**src/rtl/pipe_valid_ctrl.sv**
```systemverilog
// Valid/ready controller for a NUM_STAGES deep pipeline with bubble collapsing and flush.
// Latency NUM_STAGES cycles; a stage stalls only when it and every stage after it are full.
module pipe_valid_ctrl #(
  parameter int NUM_STAGES = 8,
  parameter int CNT_W      = $clog2(NUM_STAGES + 1)
) (
  input  logic                  clk,
  input  logic                  resetn,
  input  logic                  in_valid,
  output logic                  in_ready,
  output logic                  out_valid,
  input  logic                  out_ready,
  input  logic                  flush,
  output logic [NUM_STAGES-1:0] ce,
  output logic [CNT_W-1:0]      occupancy,
  output logic                  empty
);

  logic [NUM_STAGES-1:0] v;
  logic [NUM_STAGES-1:0] ivld;
  logic [NUM_STAGES:0]   rdy;
  logic                  in_xfer;
  logic                  out_xfer;
  logic [CNT_W-1:0]      occ_nxt;

  // Ready ripples from the output back to stage 0; an empty stage is always ready.
  always_comb begin
    rdy             = '0;
    rdy[NUM_STAGES] = out_ready;
    for (int i = NUM_STAGES - 1; i >= 0; i--) begin
      rdy[i] = !v[i] | rdy[i+1];
    end
  end

  always_comb begin
    ivld    = '0;
    ivld[0] = in_valid;
    for (int i = 1; i < NUM_STAGES; i++) begin
      ivld[i] = v[i-1];
    end
  end

  // ce is also gated by resetn so the datapath stays frozen while held in reset.
  assign ce        = ivld & rdy[NUM_STAGES-1:0] & {NUM_STAGES{!flush && resetn}};
  assign in_ready  = rdy[0] & !flush & resetn;
  assign out_valid = v[NUM_STAGES-1] & !flush;
  assign in_xfer   = in_valid & in_ready;
  assign out_xfer  = out_valid & out_ready;

  always_comb begin
    occ_nxt = occupancy;
    if (flush) begin
      occ_nxt = '0;
    end else if (in_xfer && !out_xfer) begin
      occ_nxt = occupancy + CNT_W'(1);
    end else if (out_xfer && !in_xfer) begin
      occ_nxt = occupancy - CNT_W'(1);
    end
  end

  always_ff @(posedge clk or negedge resetn) begin
    if (!resetn) begin
      v         <= '0;
      occupancy <= '0;
      empty     <= 1'b1;
    end else begin
      if (flush) begin
        v <= '0;
      end else begin
        v <= (v & ~rdy[NUM_STAGES-1:0]) | (ivld & rdy[NUM_STAGES-1:0]);
      end
      occupancy <= occ_nxt;
      empty     <= (occ_nxt == '0);
    end
  end

endmodule

```
**config.mk**
```make
export PLATFORM = sky130hd
export DESIGN_NAME = pipe_valid_ctrl
export DESIGN_NICKNAME = d
export VERILOG_FILES = /design/src/rtl/pipe_valid_ctrl.sv
export SDC_FILE = /design/constraint.sdc
export NUM_CORES = 1
export LEC_CHECK = 0
export CORE_ASPECT_RATIO = 0.9
export CORE_UTILIZATION = 30
export DETAILED_ROUTE_END_ITERATION = 16
export GPL_TIMING_DRIVEN = 1
export PLACE_DENSITY = 0.55
export SETUP_SLACK_MARGIN = 0.05
export SLEW_MARGIN = 40
export SYNTH_ARGS = -nofsm -noshare
export SYNTH_HDL_FRONTEND = slang
export SYNTH_SLANG_ARGS = --single-unit
```
**constraint.sdc**
```tcl
create_clock -name clk -period 1.75 [get_ports clk]
set_clock_uncertainty 0.2 [all_clocks]
set_input_delay 0.35 -clock clk [delete_from_list [all_inputs] [get_ports clk]]
set_output_delay 0.35 -clock clk [all_outputs]
set_load 0.005 [all_outputs]
```
==> impl_summary.log <==
[metrics] hold violation count in the final report: 0
[metrics] layout-stage area growth over the synthesis result: 81.6%
[metrics] number of standard-cell rows in the floorplan: 16
[metrics] maximum number of pins on one net before global-route repair: 10
[metrics] fraction of final layout cells sized beyond drive strength 1: 56.1%
[metrics] clock latency at the later pin of the worst-skew pair: 0.28 ns
[metrics] routability-driven placement congestion ratio: 0.810
[metrics] number of nets in the layout: 147
[metrics] average wire per cell in the routed design: 13.4 µm
[metrics] switching share of total power: 25.8%
[metrics] Pre-antenna DRT Iters: 4
[metrics] summed instance area of the synthesized netlist: 749 µm²
[metrics] data arrival time of the critical path: 2.01 ns
[metrics] GRT overflow: 0
[metrics] share of the yosys chip area belonging to registers: 43.6%
[metrics] total track usage: 19.5%
[metrics] TritonCTS Sinks: 13
[metrics] via count of the first global-routing pass: 812
[metrics] largest cells by area after synthesis: dfrtp_1 (40%), nor2_1 (7.0%), a21oi_1 (5.3%)
[metrics] clock transition time at the flip-flop clock pins of the worst setup and hold paths: 0.08 ns
[metrics] setup total negative slack: -2.34 ns
[metrics] total die area: 2700 µm²
[metrics] effective utilization at floorplan: 33.1%
[metrics] root buffer selected by CTS: clkbuf_4
[metrics] Post-synth EDFFs: 0
[metrics] fraction of post-synthesis cell area in the top cell type by area: 40.1%
[metrics] final cycle utilization of the critical path: 113%
[metrics] Comb pwr share: 18.6%
[metrics] TritonCTS clock tree: yes
[metrics] cell type with the largest total area after synthesis: dfrtp_1
[metrics] Static Leak: 0.000706 µW
[metrics] initial DRC count: 6
[metrics] max_slew headroom: 73.2%
[metrics] detailed-route wire length: 2230 µm
[metrics] number of antenna violations at the first check in global routing: 0
[metrics] share of power burned in the clock network: 30.8%
[metrics] Antenna Nets Post-Route: 0
[metrics] setup repair after global routing missed its margin: true
[metrics] power share of the sequential group: 50.6%
[metrics] clock period minus worst slack: 1.99 ns
[metrics] mean area per synthesized cell: 9.49 µm²
[metrics] run status: finished, violations left
[metrics] Worst Path Required: 1.77 ns
[metrics] Crit Path Class: reg -> reg
[metrics] worst-case clock buffer depth: 2
[metrics] Max Transition Viols Final: 0
[metrics] IR Drop Worst-Case VDD: 0.505 mV
[metrics] leading post-synthesis cells by instance count: nor2_1 (14), dfrtp_1 (12), a21oi_1 (8)
[metrics] final worst-path setup slack: -0.236 ns
[metrics] TritonCTS Buffers: 3
[metrics] total of max-cap violations: 0
[metrics] cell area power density: 455 nW/µm²
[metrics] internal cell power: 460 µW
[metrics] via count: 790
[metrics] count of buffers inserted at the top-level ports: 19
[metrics] leading register cell type out of synthesis: dfrtp_1
[metrics] maximum frequency from static timing analysis: 504 MHz
[metrics] sum of net half-perimeters after detailed placement: 1540 µm
[metrics] synthesized net count: 86
[metrics] final number of setup-violating endpoints: 15
[metrics] warning count from the yosys run: 0
[metrics] startpoint types: flop
[metrics] final core occ: 60.2%
[metrics] first-pass GRT wire length: 3750 µm
[metrics] Die Span Y: 49.4 µm
[metrics] Ports: 20
[metrics] Die Width: 54.7 µm
[metrics] slew at the pin closest to its max-slew limit: 0.399 ns
[metrics] number of H-tree levels: 1
[metrics] post-detailed-route DRC marker count: 0
[metrics] worst-path maximum fanout: 4
[metrics] class of the worst hold path: in -> async
[metrics] via density per instance: 4.76
[metrics] cell with the most instances after synthesis: nor2_1
[metrics] count of antenna diodes in the layout: 0
[metrics] number of library cell types mapped by synthesis: 29
[metrics] post-synthesis register bit count: 13
[metrics] failing checks: negative setup slack
[metrics] fraction of registers with async set/reset: 100%
[metrics] synthesized instance count: 79
[metrics] critical path endpoint category: flop
[metrics] core area: 2260 µm²
[metrics] power spent charging and discharging nets: 160 µW
## metrics by stage
stage                     power (µW)  worst slack (ns)  cells  instance area, µm²  hold WS, ns
final                            620            -0.236    166                1360       0.0283
after floorplan                  350           0.00159     79                 758       -0.146
after CTS                        614            -0.231    165                1330       0.0155
after detailed placement         420            -0.771    151                1180        0.380
after global routing             651            -0.322    166                1360       0.0299
after global placement           418            -0.750    151                1180        0.375
## layout make-up
cell class | count | area (µm²)
repair buffers | 59 | 477
clock buffers | 4 | 26.3
well taps | 27 | 33.8
multi-input cells | 59 | 483
flip-flops and latches | 13 | 327
inverters | 4 | 15.0
fillers | 203 | 901
## worst max-delay path, stage by stage, from the launching register on
cell     delay (ns)
dfrtp_1        0.38
and4b_2        0.27
buf_6          0.14
a31oi_4        0.16
buf_6          0.15
mux2i_2        0.24
xor2_1         0.23
and2_2         0.17
## metal layers
metal / track usage (%) / part of all wire, %
met2: 31.9 / 48
met4: 1.28 / 0
met5: 0 / 0
met3: 6.54 / 4.7
met1: 25.4 / 47
## power groups by stage
stage	Combinational, µW	Sequential (µW)	Clock (µW)
floorplan	29.4	321	0
global placement	98.8	319	0
detailed placement	101	319	0
CTS	106	313	194
global route	126	315	210
finish	115	314	191
## state kept, by name, summed over array words and instances, names as in the netlist
name / flops
occupancy: 4
empty: 1
v: 8
## kinds of logic after synthesis
logic type	count (synthesis)	synth area share [%]
xor+xnor	3	3.51
simple gates	36	26.5
flops	13	43.6
buf+inv	7	4.51
fa+ha+maj	2	3.34
mux	5	6.84
compound gates	13	11.7
## worst paths after layout
path                       slack [ns]  cells after the start            from                     end
min                              0.03                      3          resetn          v[3]$_DFF_PN0_
max in group asynchronous        0.75                      3          resetn  occupancy[3]$_DFF_PN0_
max                             -0.24                      7  v[5]$_DFF_PN0_  occupancy[3]$_DFF_PN0_
max reg2reg                     -0.24                      7  v[5]$_DFF_PN0_  occupancy[3]$_DFF_PN0_
min reg2reg                      0.40                      3  v[5]$_DFF_PN0_          v[6]$_DFF_PN0_
min in group clk                 0.26                      3        in_valid          v[0]$_DFF_PN0_
## layout by cell type, fill, tap and decap left out, types with 2 or more instances in the layout
cell,n
nor2_1,11
clkbuf_2,2
clkdlybuf4s15_2,2
buf_4,32
dfrtp_1,12
buf_2,6
nand2_1,7
a31oi_4,2
clkbuf_4,3
a21oi_2,4
mux2i_2,3
dlygate4sd2_1,7
inv_1,4
ha_1,2
buf_6,8
nor2_2,3
a21oi_1,4
a31oi_1,2
## repair_timing
action,4_1_cts,5_1_grt
endpoints found under the setup margin,20,18
resized for setup,57,18
gates cloned,0,0
pin swaps,6,5
buffers inserted,11,1
endpoints found under the hold margin,6,0
hold buffers,1,0
Power figures use the tool's default switching activity.
